<file path="src/rtl/olp_pkg.sv">
// Shared state encoding, size/verdict codes and map geometry for the OLP dispatcher.
package olp_pkg;

  typedef enum logic [2:0] {
    ST_IDLE,
    ST_CLEAR,
    ST_DISPATCH,
    ST_WAIT,
    ST_DONE
  } state_t;

  localparam int POS_W      = 13;
  localparam int SIZE_W     = 2;
  localparam int FACE_POS_W = 21;

  localparam logic [SIZE_W-1:0] SIZE_S0 = 2'd0;
  localparam logic [SIZE_W-1:0] SIZE_S1 = 2'd1;
  localparam logic [SIZE_W-1:0] SIZE_S2 = 2'd2;

  localparam logic [1:0] PASS_ACC = 2'b11;
  localparam logic [1:0] PASS_REJ = 2'b10;

  localparam int MAP_W    = 80;
  localparam int MAP_H    = 60;
  localparam int MAP_BITS = MAP_W * MAP_H;

  typedef struct packed {
    logic [SIZE_W-1:0] size;
    logic [POS_W-1:0]  pos;
  } cand_t;

  function automatic logic size_valid(input logic [SIZE_W-1:0] size);
    return size <= SIZE_S2;
  endfunction

endpackage

</file>
<file path="src/rtl/olp_cand_fifo.sv">
// Show-ahead synchronous FIFO: head_dat is valid whenever empty is low, zero-latency read.
// Pushes are dropped while full and pops ignored while empty; push+pop together keeps occupancy.
module olp_cand_fifo #(
  parameter int WIDTH = 15,
  parameter int DEPTH = 8
) (
  input  logic             iClk,
  input  logic             iReset_n,
  input  logic             push_vld,
  input  logic [WIDTH-1:0] push_dat,
  input  logic             pop_rdy,
  output logic [WIDTH-1:0] head_dat,
  output logic             full,
  output logic             empty
);
  localparam int AW = $clog2(DEPTH);

  logic [WIDTH-1:0] mem [DEPTH];
  logic [AW:0]      wr_ptr;
  logic [AW:0]      rd_ptr;
  logic             do_push;
  logic             do_pop;

  // Pointers carry one extra wrap bit so full and empty are distinguishable.
  assign empty    = (wr_ptr == rd_ptr);
  assign full     = (wr_ptr[AW] != rd_ptr[AW]) && (wr_ptr[AW-1:0] == rd_ptr[AW-1:0]);
  assign do_push  = push_vld && !full;
  assign do_pop   = pop_rdy && !empty;
  assign head_dat = mem[rd_ptr[AW-1:0]];

  always_ff @(posedge iClk or negedge iReset_n) begin
    if (!iReset_n) begin
      wr_ptr <= '0;
      rd_ptr <= '0;
    end else begin
      if (do_push) wr_ptr <= wr_ptr + 1'b1;
      if (do_pop)  rd_ptr <= rd_ptr + 1'b1;
    end
  end

  always_ff @(posedge iClk) begin
    if (do_push) mem[wr_ptr[AW-1:0]] <= push_dat;
  end

endmodule

</file>
<file path="src/rtl/olp_dispatcher.sv">
// Clears the occupancy map per frame, then issues buffered candidates to the checker one at a time.
// oRun/oFace_Valid registered; dispatch stalls while a face awaits iFace_Ready, oCand_Ready drops when full.
module olp_dispatcher
  import olp_pkg::*;
#(
  parameter int CAND_DEPTH   = 8,
  parameter int MAX_FACES    = 16,
  parameter int CLEAR_CYCLES = 4802,
  parameter int TIMEOUT      = 4096
) (
  input  logic                  iClk,
  input  logic                  iReset_n,
  input  logic                  iFrame_Start,
  input  logic                  iFrame_End,
  input  logic                  iCand_Valid,
  output logic                  oCand_Ready,
  input  logic [POS_W-1:0]      iCand_Position,
  input  logic [SIZE_W-1:0]     iCand_Size,
  output logic                  oRun,
  output logic                  oSet,
  output logic [POS_W-1:0]      oPosition,
  output logic [SIZE_W-1:0]     oSize,
  input  logic [1:0]            iPass,
  input  logic                  iFinish,
  input  logic [FACE_POS_W-1:0] iFace_Pos,
  input  logic [SIZE_W-1:0]     iFace_Size,
  output logic                  oFace_Valid,
  input  logic                  iFace_Ready,
  output logic [FACE_POS_W-1:0] oFace_Pos,
  output logic [SIZE_W-1:0]     oFace_Size,
  output logic                  oFrame_Done,
  output logic [4:0]            oFace_Count,
  output logic                  oError
);
  localparam int CNT_MAX = (CLEAR_CYCLES > TIMEOUT) ? CLEAR_CYCLES : TIMEOUT;
  localparam int CNT_W   = $clog2(CNT_MAX);
  localparam logic [CNT_W-1:0] CLEAR_LOAD = CNT_W'(CLEAR_CYCLES - 1);
  localparam logic [CNT_W-1:0] TMO_LOAD   = CNT_W'(TIMEOUT - 1);
  localparam logic [4:0]       FACE_LIMIT = 5'(MAX_FACES);

  state_t           state;
  logic [CNT_W-1:0] cnt;
  logic             end_flag;
  logic             accepting;
  logic             fifo_full;
  logic             fifo_empty;
  logic             fifo_pop;
  cand_t            cand_in;
  cand_t            head;

  assign accepting   = (state == ST_CLEAR) || (state == ST_DISPATCH) || (state == ST_WAIT);
  assign oCand_Ready = accepting && !fifo_full;
  assign cand_in     = '{size: iCand_Size, pos: iCand_Position};

  // The head leaves unless it is a legal issue held back by a pending result.
  assign fifo_pop = (state == ST_DISPATCH) && !fifo_empty &&
                    (!size_valid(head.size) || (oFace_Count >= FACE_LIMIT) || !oFace_Valid);

  olp_cand_fifo #(
    .WIDTH ($bits(cand_t)),
    .DEPTH (CAND_DEPTH)
  ) u_cand_fifo (
    .iClk     (iClk),
    .iReset_n (iReset_n),
    .push_vld (iCand_Valid && oCand_Ready),
    .push_dat (cand_in),
    .pop_rdy  (fifo_pop),
    .head_dat (head),
    .full     (fifo_full),
    .empty    (fifo_empty)
  );

  always_ff @(posedge iClk or negedge iReset_n) begin
    if (!iReset_n) begin
      state       <= ST_IDLE;
      cnt         <= '0;
      end_flag    <= 1'b0;
      oRun        <= 1'b0;
      oSet        <= 1'b0;
      oPosition   <= '0;
      oSize       <= '0;
      oFace_Valid <= 1'b0;
      oFace_Pos   <= '0;
      oFace_Size  <= '0;
      oFrame_Done <= 1'b0;
      oFace_Count <= '0;
      oError      <= 1'b0;
    end else begin
      oRun        <= 1'b0;
      oSet        <= 1'b0;
      oFrame_Done <= 1'b0;
      if (oFace_Valid && iFace_Ready) oFace_Valid <= 1'b0;
      if (accepting && iFrame_End) end_flag <= 1'b1;
      if (iFrame_Start && (state != ST_IDLE)) oError <= 1'b1;

      case (state)
        ST_IDLE: begin
          if (iFrame_Start) begin
            oSet        <= 1'b1;
            cnt         <= CLEAR_LOAD;
            oFace_Count <= '0;
            end_flag    <= 1'b0;
            oError      <= 1'b0;
            state       <= ST_CLEAR;
          end
        end
        ST_CLEAR: begin
          if (cnt == '0) state <= ST_DISPATCH;
          else           cnt   <= cnt - 1'b1;
        end
        ST_DISPATCH: begin
          if (fifo_empty) begin
            if (end_flag) begin
              oFrame_Done <= 1'b1;
              state       <= ST_DONE;
            end
          end else if (!size_valid(head.size)) begin
            oError <= 1'b1;
          end else if ((oFace_Count < FACE_LIMIT) && !oFace_Valid) begin
            oPosition <= head.pos;
            oSize     <= head.size;
            oRun      <= 1'b1;
            cnt       <= TMO_LOAD;
            state     <= ST_WAIT;
          end
        end
        ST_WAIT: begin
          if (iPass == PASS_ACC) begin
            oFace_Pos   <= iFace_Pos;
            oFace_Size  <= iFace_Size;
            oFace_Valid <= 1'b1;
            if (oFace_Count < FACE_LIMIT) oFace_Count <= oFace_Count + 5'd1;
          end
          if (iFinish) begin
            state <= ST_DISPATCH;
          end else if (cnt == '0) begin
            oError <= 1'b1;
            state  <= ST_DISPATCH;
          end else begin
            cnt <= cnt - 1'b1;
          end
        end
        ST_DONE: state <= ST_IDLE;
        default: state <= ST_IDLE;
      endcase
    end
  end

endmodule

</file>
<file path="config.mk">
export PLATFORM = sky130hd
export DESIGN_NAME = olp_dispatcher
export DESIGN_NICKNAME = d
export VERILOG_FILES = /design/src/rtl/olp_pkg.sv /design/src/rtl/olp_cand_fifo.sv /design/src/rtl/olp_dispatcher.sv
export SDC_FILE = /design/constraint.sdc
export NUM_CORES = 1
export LEC_CHECK = 0
export ABC_AREA = 1
export ABC_CLOCK_PERIOD_IN_PS = 2900
export BUFFER_PORTS_ARGS = -buffer_cell sky130_fd_sc_hd__buf_2
export CAP_MARGIN = 20
export CORE_MARGIN = 2
export CORE_UTILIZATION = 45
export DETAILED_ROUTE_END_ITERATION = 8
export PLACE_DENSITY = 0.67
export SLEW_MARGIN = 15
export SYNTH_ARGS = -nofsm -noshare
export SYNTH_HDL_FRONTEND = slang
export SYNTH_HIERARCHICAL = 1
export SYNTH_SLANG_ARGS = --single-unit
</file>
<file path="constraint.sdc">
create_clock -name iClk -period 2.9 [get_ports iClk]
set_input_delay 0.435 -clock iClk [delete_from_list [all_inputs] [get_ports iClk]]
set_output_delay 0.435 -clock iClk [all_outputs]
set_load 0.1 [all_outputs]
</file>
==> metrics, run 1 <==
gpl congestion=around 0.86; Crit Path Class=register to output port; hpwl dp=13,100 um; Max Cap Viol=0; share of the synthesized area in the top cell type=between 40% and 50%; Post-synth EDFFs=120; Worst Setup Start Kind=register; Cell Area, Synth=roughly 8300 um^2; RSZ-0062 raised after global routing=false; worst-path fanout max=12; worst vdd ir=0.706 mV; Chip Height=140 um; Crit. End Element=output port; Routed Antenna Nets=0; top-count cell post-synth=nand2_1; num ports=96; Hold WC Path Type=primary input to async pin; leak pwr=between 4 and 5 nW; CTS Buf Count=17; # H-tree levels=4; nets=965; share of cells above drive strength 1=between 20% and 30%; post-CTS setup buffer count=0; chip width=roughly 140 um; Power Density=a little over 1000 nW/um^2; Worst Path Arrival=2.02 ns; max-slew violations=0; per-cell routed wire length=between 15 and 20 um; Fin Clk Skew=between 0.006 and 0.007 ns; worst setup margin=0.450 ns; register area share after synthesis=about two thirds; Synth-to-Final Area Change=16.7%; flops & latches, synth=roughly 190; status=complete, no violations; cell count after synthesis=807; Syn. warnings=6; final hold viol count=0; setup slack, reg-to-reg=around 0.56 ns; Rel. slew slack=36.6%; top cells by count, synth=nand2_1, edfxtp_1, nor2_1; total number of vias=a little under 6,000; clk root buf=clkbuf_16; top cells by area, synth=edfxtp_1, dfrtp_1, nand2_1; vias in the first global route=~5,700; CP required=2.47 ns; hold_buf cts=0; cell accounting for the most synthesized area=edfxtp_1; clk sink count=193; PostCTS Resize Cnt=0; drt drc=0; critical path cell sequence=inv_1 > nand3_2 > nand2_1 > inv_1 > nor2_1 > buf_12; DP Area=roughly 9000 um^2; Remaining Overflow, GRT=0; Most used DFF post-synth=edfxtp_1; vias per inst=about 5; pre-CTS WS=approximately 0.60 ns; setup TNS=0 ns; number of distinct library cells after synthesis=39; first-pass GRT wire length=30,500 um; initial antenna violation count=0; slowest stage cell on the critical path=dfrtp_1; Final setup violation count=0; clock tree buffer depth=2; IO buf count=95; CTS tree=built; Top cell by count, worst path=inv_1; fin crit share=a little over four fifths; Final Routed Wirelength=~19,000 um; largest net degree at the start of global routing=74; Site Rows=49; CP peak stage delay=0.43 ns; clk slew on worst S/H paths=roughly 0.070 ns; maximum clock rate=around 410 MHz; die area=~20,000 um^2; Initial Util=between 40% and 50%; Least-Margin Pin Slew=0.950 ns; async set-reset flop share out of synthesis=a little under two fifths; Syn Nets=858; Core Area=roughly 18,000 um^2; Pre-Repair DR Iteration Count=5; ANT cells=0; Skew-Pair Late Insertion Delay=~0.43 ns; post-synthesis average cell area=10.3 um^2; Initial DRC Count=552; Post-Layout Inst Area=between 9000 and 10,000 um^2; final worst path period need=2.45 ns; All-Layer GR Usage=around a fifth
cell families after synthesis:
group	share of synthesized area, %
AND/OR/NAND/NOR	20.5
flip-flops	65.4
AO/OA/AOI/OAI	8.76
buffers and inverters	4.01
XOR/XNOR	0.739
adder cells (fa/ha/maj)	0.603
report_power, final:
group | total [W] | switching (W) | internal (W)
Sequential | 0.00383 | 0.000331 | 0.00349
Combinational | 0.00363 | 0.00279 | 0.000835
Clock | 0.00240 | 0.00110 | 0.00130
path summary, 6_finish.rpt:
path                       cells after the start                     to           from
max                                            6            oCand_Ready       state[2]
min                                            1           oPosition[4]       iReset_n
max reg2reg                                    9  u_cand_fifo/mem[2][5]       state[2]
min reg2reg                                    2          oFace_Pos[15]  oFace_Pos[15]
max in group asynchronous                      1  u_cand_fifo/rd_ptr[0]       iReset_n
min in group iClk                              3           oFace_Pos[3]   iFace_Pos[3]
metrics by stage:
| stage | utilization, % | hold slack, ns | power [W] | std cells |
|---|---|---|---|---|
| after floorplan | - | 0.139 | 0.00660 | 807 |
| after global placement | 50.4 | 0.448 | 0.00746 | 1124 |
| after detailed placement | 50.4 | 0.456 | 0.00750 | 1124 |
| after CTS | 53.7 | 0.173 | 0.00991 | 1156 |
| after global routing | 53.7 | 0.196 | 0.0103 | 1156 |
| final | 53.7 | 0.151 | 0.00985 | 1156 |
placed cells by master (no fill, tap or decap), drive strengths merged, types with 2 or more instances in the layout:
cell,synthesis,routed
ha,4,4
or2,2,2
nor3,3,3
xor2,6,6
nand2,262,262
inv,36,43
clkinvlp,0,2
and2,2,2
nor2,102,102
clkinv,0,4
a31oi,2,2
buf,26,122
nand3,32,32
a21oi,5,5
o22ai,30,30
dfrtp,73,73
edfxtp,120,120
clkbuf,8,17
bufinv,0,2
o21ai,89,89
worst max-delay path: cells and delay by family, from the launching register on:
kind	cells	cell delay (ns)
buffers and inverters	3	0.40
flip-flops	1	0.43
AND/OR/NAND/NOR	3	0.74
cell type report:
cell class | instances | area (um^2)
inverters | 36 | 138
multi-input cells | 544 | 2540
clock inverters | 15 | 173
repair buffers | 122 | 696
flip-flops and latches | 193 | 5430
clock buffers | 17 | 425
fillers | 1630 | 8340
well taps | 229 | 287
metal layers:
| layer | track usage, % | share of wire, % |
|---|---|---|
| met5 | 0 | 0 |
| met4 | 6.32 | 1.6 |
| met3 | 4.27 | 5.7 |
| met2 | 31.3 | 47 |
| met1 | 28.3 | 45 |
state kept, by name (all words and copies together), names as in the netlist:
register	cells
oError	1
state	3
end_flag	1
oFace_Valid	1
u_cand_fifo/mem	120
oSet	1
oPosition	13
oFace_Count	5
oFrame_Done	1
u_cand_fifo/rd_ptr	4
oFace_Size	2
cnt	13
oSize	2
u_cand_fifo/wr_ptr	4
oRun	1
oFace_Pos	21
No activity file was read; power rests on OpenSTA's default activity.
==> inputs of run 2 (changes only) <==
- ABC_CLOCK_PERIOD_IN_PS: 2900 -> 2300
- PLACE_DENSITY: 0.67 -> unset
- clock period: 2.9 -> 2.3 ns (I/O delays scaled with it)
==> run 2 against run 1 <==
Net effect: setup slack got worse by 0.22 ns; global-route usage decreased by 0.54 points; first-iteration DRC count is 25% lower; critical endpoint is now u_cand_fifo/mem[2][13]; largest cell class unchanged.
==> metrics, run 2 (same netlist as run 1, synthesis figures left out) <==
status=complete, no violations (unchanged); initial antenna violation count=0 (unchanged); Crit Path Class=register to register (was register to output port); Power Density=1260 nW/um^2 (was 1020 nW/um^2); Final setup violation count=0 (unchanged); clk slew on worst S/H paths=0.08 ns (was 0.07 ns); Pre-Repair DR Iteration Count=5 (unchanged); largest net degree at the start of global routing=40 (was 74); P_sw=0.00533 W (was 0.00422 W); sequential power share=38.3% (was 38.8%); Routed Antenna Nets=0 (unchanged); Skew-Pair Late Insertion Delay=0.44 ns (was 0.43 ns); clk sink count=193 (unchanged); M2 GR Usage=31.2% (was 31.3%); nets=972 (was 965); hpwl dp=11,900 um (was 13,100 um); max-slew violations=0 (unchanged); commonest non-fill, non-tap cell in the layout=nand2_1 (unchanged); clock tree buffer depth=2 (unchanged); gpl congestion=0.784 (was 0.861); Remaining Overflow, GRT=0 (unchanged); share of cells above drive strength 1=23.2% (was 21.7%); Top cell by count, worst path=nand2_2 (was inv_1); vias per inst=5.05 (was 5.15); Core Area=18,000 um^2 (unchanged); IO buf count=95 (unchanged); clk root buf=clkbuf_16 (unchanged); Synth-to-Final Area Change=19.2% (was 16.7%); die area=19,600 um^2 (unchanged); Initial DRC Count=413 (was 552); CP peak stage delay=0.52 ns (was 0.43 ns); total number of vias=5,870 (was 5,951); Max Cap Viol=0 (unchanged); Initial Util=46.1% (unchanged); leak pwr=4.41 nW (was 4.34 nW); Largest register FFs=120 (unchanged); Worst Setup Start Kind=register (unchanged); first-pass GRT wire length=29,900 um (was 30,500 um); Least-Margin Pin Slew=0.529 ns (was 0.950 ns); most frequent cells in the layout=nand2_1, edfxtp_1, buf_2, nor2_1, o21ai_0 (was nand2_1, edfxtp_1, nor2_1, buf_2, o21ai_0); maximum clock rate=484 MHz; PostCTS Resize Cnt=0 (unchanged); chip width=140 um (unchanged); Clock Power Share=24.0% (was 24.3%); num ports=96 (unchanged); CP required=2.44 ns (was 2.47 ns); Site Rows=49 (unchanged); P_int=0.00715 W (was 0.00563 W); worst vdd ir=0.772 mV (was 0.706 mV); setup TNS=0 ns (unchanged); Final Routed Wirelength=18,200 um (was 19,300 um); CTS tree=built (unchanged); worst-path fanout max=15 (was 12); CTS Buf Count=17 (unchanged); met1 Use GR=27.3% (was 28.3%); RSZ-0062 raised after global routing=false (unchanged); fin crit share=89.8%; Worst Path Arrival=2.21 ns (was 2.02 ns); Rel. slew slack=64.7% (was 36.6%); Crit. End Element=register (was output port); slowest stage cell on the critical path=dfrtp_1 (unchanged); vias in the first global route=5,616 (was 5,676); All-Layer GR Usage=19.5% (was 20.1%); Hold WC Path Type=primary input to register (was primary input to async pin); WHS=0.0984 ns (was 0.151 ns); met3 Track Usage GR=3.75% (was 4.27%); overall power=0.0125 W (was 0.00985 W); Chip Height=140 um (unchanged); worst reg-to-reg path cell count=10 (was 9); Sw Share=42.7% (was 42.8%); per-cell routed wire length=15.6 um (was 16.7 um); gr busiest metal=met2 (unchanged); ANT cells=0 (unchanged); final hold viol count=0 (unchanged); drt drc=0 (unchanged); combinational share of power=37.6% (was 36.8%); # H-tree levels=4 (unchanged); Hold Path Depth=2; final worst path period need=between 2 and 2.5 ns; critical path cell sequence=inv_2 > nand2_2 > nand2_2 > nand4_4 > inv_1 > nor3b_2 > buf_4 > nand3_2 > nor2_2 > buf_12 (was inv_1 > nand3_2 > nand2_1 > inv_1 > nor2_1 > buf_12); Fin Clk Skew=0.00967 ns (was 0.00613 ns)
## run 2: cell types whose count changed in the layout (fill, tap and decap cells not counted), moves of 2 or more
cell	change
buf_4	-3
inv_6	+2
clkinv_8	+4
nor2_2	+8
clkinv_4	-2
buf_12	+9
nor2_1	-8
## run 2: path summary, 6_finish.rpt
path | startpoint | end | slack (ns)
max in group asynchronous | iReset_n | oFace_Pos[19] | 1.31
worst max register to register | u_cand_fifo/wr_ptr[0] | u_cand_fifo/mem[2][13] | 0.23
worst min-delay path | iFace_Ready | oFace_Valid | 0.1
worst min register to register | oFace_Pos[17] | oFace_Pos[17] | 0.47
min in group asynchronous | iReset_n | cnt[8] | 0.43
worst max-delay path | u_cand_fifo/wr_ptr[0] | u_cand_fifo/mem[2][13] | 0.23
## run 2: layout make-up
class | instances | area [um^2]
fill | 1611 | 8130
sequential | 193 | 5430
multi-input combinational | 544 | 2560
timing repair buffer | 129 | 863
clock buffer | 17 | 425
tap | 229 | 287
clock inverter | 15 | 188
inverter | 36 | 138
## run 2: layer usage
layer  up-vias  wire, um
met5         -         0
met1      2766      8490
li1       2946         -
met2       143      8550
met3        15       928
met4         0       193
## run 2: metrics by stage
stage	util (%)	std cells	instance area, um^2	setup slack [ns]
finish	54.9	1163	9900	0.234
global placement	51.3	1127	9250	0.232
CTS	54.8	1160	9870	0.177
floorplan	-	807	8330	0.0113
global route	54.9	1163	9900	0.00262
detailed placement	51.3	1127	9250	0.202
## run 2: critical path, delay by kind of cell, from the launching register on
kind	cells	cell delay (ns)
buffers and inverters	4	0.52
DFF	1	0.52
and+or+nand+nor	6	0.74
## run 2: timing repair
item                                    in CTS  in global routing
hold buffers                                 1                  0
setup buffers                                0                  3
endpoints found under the setup margin       0                 13
hold endpoints to repair                    38                  0
## run 2: power by group through the flow
| stage | registers [W] | logic, W | clock network [W] |
|---|---|---|---|
| 2_1_floorplan | 0.00621 | 0.00214 | 0 |
| 3_3_place_gp | 0.00485 | 0.00465 | 0 |
| 3_5_place_dp | 0.00486 | 0.00469 | 0 |
| 4_1_cts | 0.00479 | 0.00471 | 0.00307 |
| 5_1_grt | 0.00486 | 0.00514 | 0.00320 |
| 6_report | 0.00479 | 0.00470 | 0.00300 |
==> inputs of run 3 (changes only) <==
- ABC_CLOCK_PERIOD_IN_PS: 2300 -> 2550
- clock period: 2.3 -> 2.55 ns (I/O delays scaled with it)
==> run 3 against run 2 <==
Net effect: combinational power is 14% lower; critical path type unchanged; first-iteration DRC count shrank 21%; die area is the same.
==> metrics, run 3 (same netlist as run 1, synthesis figures left out) <==
Routed Antenna Nets=0 (unchanged); vias in the first global route=5,402 (was 5,616); Largest register FFs=120 (unchanged); slowest stage cell on the critical path=dfrtp_1 (unchanged); pre-CTS WS=0.262 ns (was 0.202 ns); Worst Setup Start Kind=register (unchanged); Worst Path Arrival=2.44 ns (was 2.21 ns); maximum clock rate=430 MHz (was 484 MHz); Max Cap Viol=0 (unchanged); Final Routed Wirelength=18,400 um (was 18,200 um); Clock Power Share=25.4% (was 24.0%); Remaining Overflow, GRT=0 (unchanged); CTS Buf Count=17 (unchanged); Top delay family on crit path=simple AND/OR/NAND/NOR gates (unchanged); fin util=53.9% (was 54.9%); vias per inst=5.11 (was 5.05); leak pwr=4.34 nW (was 4.41 nW); die area=19,600 um^2 (unchanged); gpl congestion=0.839 (was 0.784); worst reg-to-reg path cell count=10 (unchanged); Pre-Repair DR Iteration Count=4 (was 5); Stages on worst setup path=10 (unchanged); share of cells above drive strength 1=21.9% (was 23.2%); Skew-Pair Late Insertion Delay=0.44 ns (about the same); Worst Setup SP=u_cand_fifo/rd_ptr[2] (was u_cand_fifo/wr_ptr[0]); drt drc=0 (unchanged); Sw Share=42.3% (was 42.7%); setup TNS=0 ns (unchanged); status=complete, no violations (unchanged); P_int=0.00651 W (was 0.00715 W); worst setup margin=0.227 ns (was 0.234 ns); reg2reg start=u_cand_fifo/rd_ptr[2] (was u_cand_fifo/wr_ptr[0]); # H-tree levels=4 (unchanged); fill count=1,623 (was 1,611); CTS tree=built (unchanged); chip width=140 um (unchanged); fin crit share=91.1% (was 89.8%); RSZ-0062 raised after global routing=false (unchanged); ANT cells=0 (unchanged); clk root buf=clkbuf_16 (unchanged); Crit Path Class=register to register (unchanged); sequential power share=38.6% (was 38.3%); CP peak stage delay=0.53 ns (was 0.52 ns); Rel. slew slack=38.3% (was 64.7%); worst vdd ir=0.952 mV (was 0.772 mV); IO buf count=95 (unchanged); Synth-to-Final Area Change=17.1% (was 19.2%); max-slew violations=0 (unchanged); post-CTS setup buffer count=0 (unchanged); Chip Height=140 um (unchanged); clk slew on worst S/H paths=0.07 ns (was 0.08 ns); Final setup violation count=0 (unchanged); Least-Margin Pin Slew=0.926 ns (was 0.529 ns); num ports=96 (unchanged); overall power=0.0113 W (was 0.0125 W); final worst path period need=2.32 ns (was 2.07 ns); clock tree buffer depth=2 (unchanged); final hold viol count=0 (unchanged); commonest non-fill, non-tap cell in the layout=nand2_1 (unchanged); Site Rows=49 (unchanged); PostCTS Resize Cnt=0 (unchanged); Core Area=18,000 um^2 (unchanged); most frequent cells in the layout=nand2_1, edfxtp_1, nor2_1, buf_2, o21ai_0 (was nand2_1, edfxtp_1, buf_2, nor2_1, o21ai_0); Crit. End Element=register (unchanged); initial antenna violation count=0 (unchanged); cell count after placement=1,122 (was 1,127); nets=963 (was 972); worst-path fanout max=15 (unchanged); Fin Clk Skew=0.0191 ns (was 0.00967 ns); critical path cell sequence=inv_2 > nand2_1 > nand2_1 > nand4_4 > inv_1 > nor3b_1 > buf_4 > nand3_2 > nor2_1 > buf_4 (was inv_2 > nand2_2 > nand2_2 > nand4_4 > inv_1 > nor3b_2 > buf_4 > nand3_2 > nor2_2 > buf_12); hold_buf cts=0 (was 1); Power Density=1160 nW/um^2 (was 1260 nW/um^2); per-cell routed wire length=16.0 um (was 15.6 um); total number of vias=5,892 (was 5,870); All-Layer GR Usage=19.6% (was 19.5%); Initial Util=46.1% (unchanged); largest net degree at the start of global routing=74 (was 40); Hold WC Path Type=primary input to async pin (was primary input to register); combinational share of power=36.0% (was 37.6%); P_sw=0.00477 W (was 0.00533 W); Initial DRC Count=325 (was 413); CP required=2.67 ns (was 2.44 ns); setup slack, reg-to-reg=0.23 ns (about the same); Layout Cells excl Fill=1,154 (was 1,163); sum of buffers and inverters on the critical path=4 (unchanged); first-pass GRT wire length=29,900 um (about the same); clk sink count=193 (unchanged); hpwl dp=12,000 um (was 11,900 um)
run 3: cell count changes in the layout (fill, tap and decap cells not counted), sizes merged:
cell	previous run	this run
inv	44	43
clkinvlp	1	2
bufinv	1	3
dlygate4sd3	1	0
buf	128	120
clkinv	5	3
run 3: layer usage:
layer  share of wire (%)  global-route usage (%)
met1                  48                    29.4
met2                  45                    29.0
met3                 5.9                    4.37
met4                0.99                    5.05
met5                   0                       0
run 3: metrics by stage:
step,area [um^2],hold slack [ns]
after detailed placement,9080,0.454
after global routing,9720,0.145
final,9720,0.0512
after CTS,9720,0.113
after global placement,9080,0.448
after floorplan,8310,0.0869
run 3: area by class of cell:
type	count	area (um^2)	share of cell area, %
Sequential cell	193	5430	55.9
Multi-Input combinational cell	544	2550	26.2
Timing Repair Buffer	120	681	7.00
Clock buffer	17	425	4.38
Tap cell	229	287	2.95
Clock inverter	15	213	2.19
Inverter	36	138	1.42
run 3: worst paths after layout:
kind                                    endpoint
setup / recovery           u_cand_fifo/mem[2][0]
hold reg to reg                     oFace_Pos[2]
hold / removal                            cnt[9]
min in group iClk                    oFace_Valid
setup reg to reg           u_cand_fifo/mem[2][0]
max in group asynchronous  u_cand_fifo/rd_ptr[0]
run 3: worst reg2reg max path: cells and delay by family, from the launching register on:
| family | cells | cell delay (ns) |
|---|---|---|
| buffers and inverters | 4 | 0.71 |
| flip-flops | 1 | 0.53 |
| AND/OR/NAND/NOR | 6 | 0.75 |
run 3: power groups by stage:
| stage | Clock [W] | Sequential [W] | Combinational, W |
|---|---|---|---|
| 6_report | 0.00286 | 0.00435 | 0.00406 |
| 5_1_grt | 0.00304 | 0.00443 | 0.00444 |
| 4_1_cts | 0.00292 | 0.00436 | 0.00410 |
| 3_5_place_dp | 0 | 0.00442 | 0.00409 |
| 3_3_place_gp | 0 | 0.00441 | 0.00406 |
| 2_1_floorplan | 0 | 0.00560 | 0.00191 |
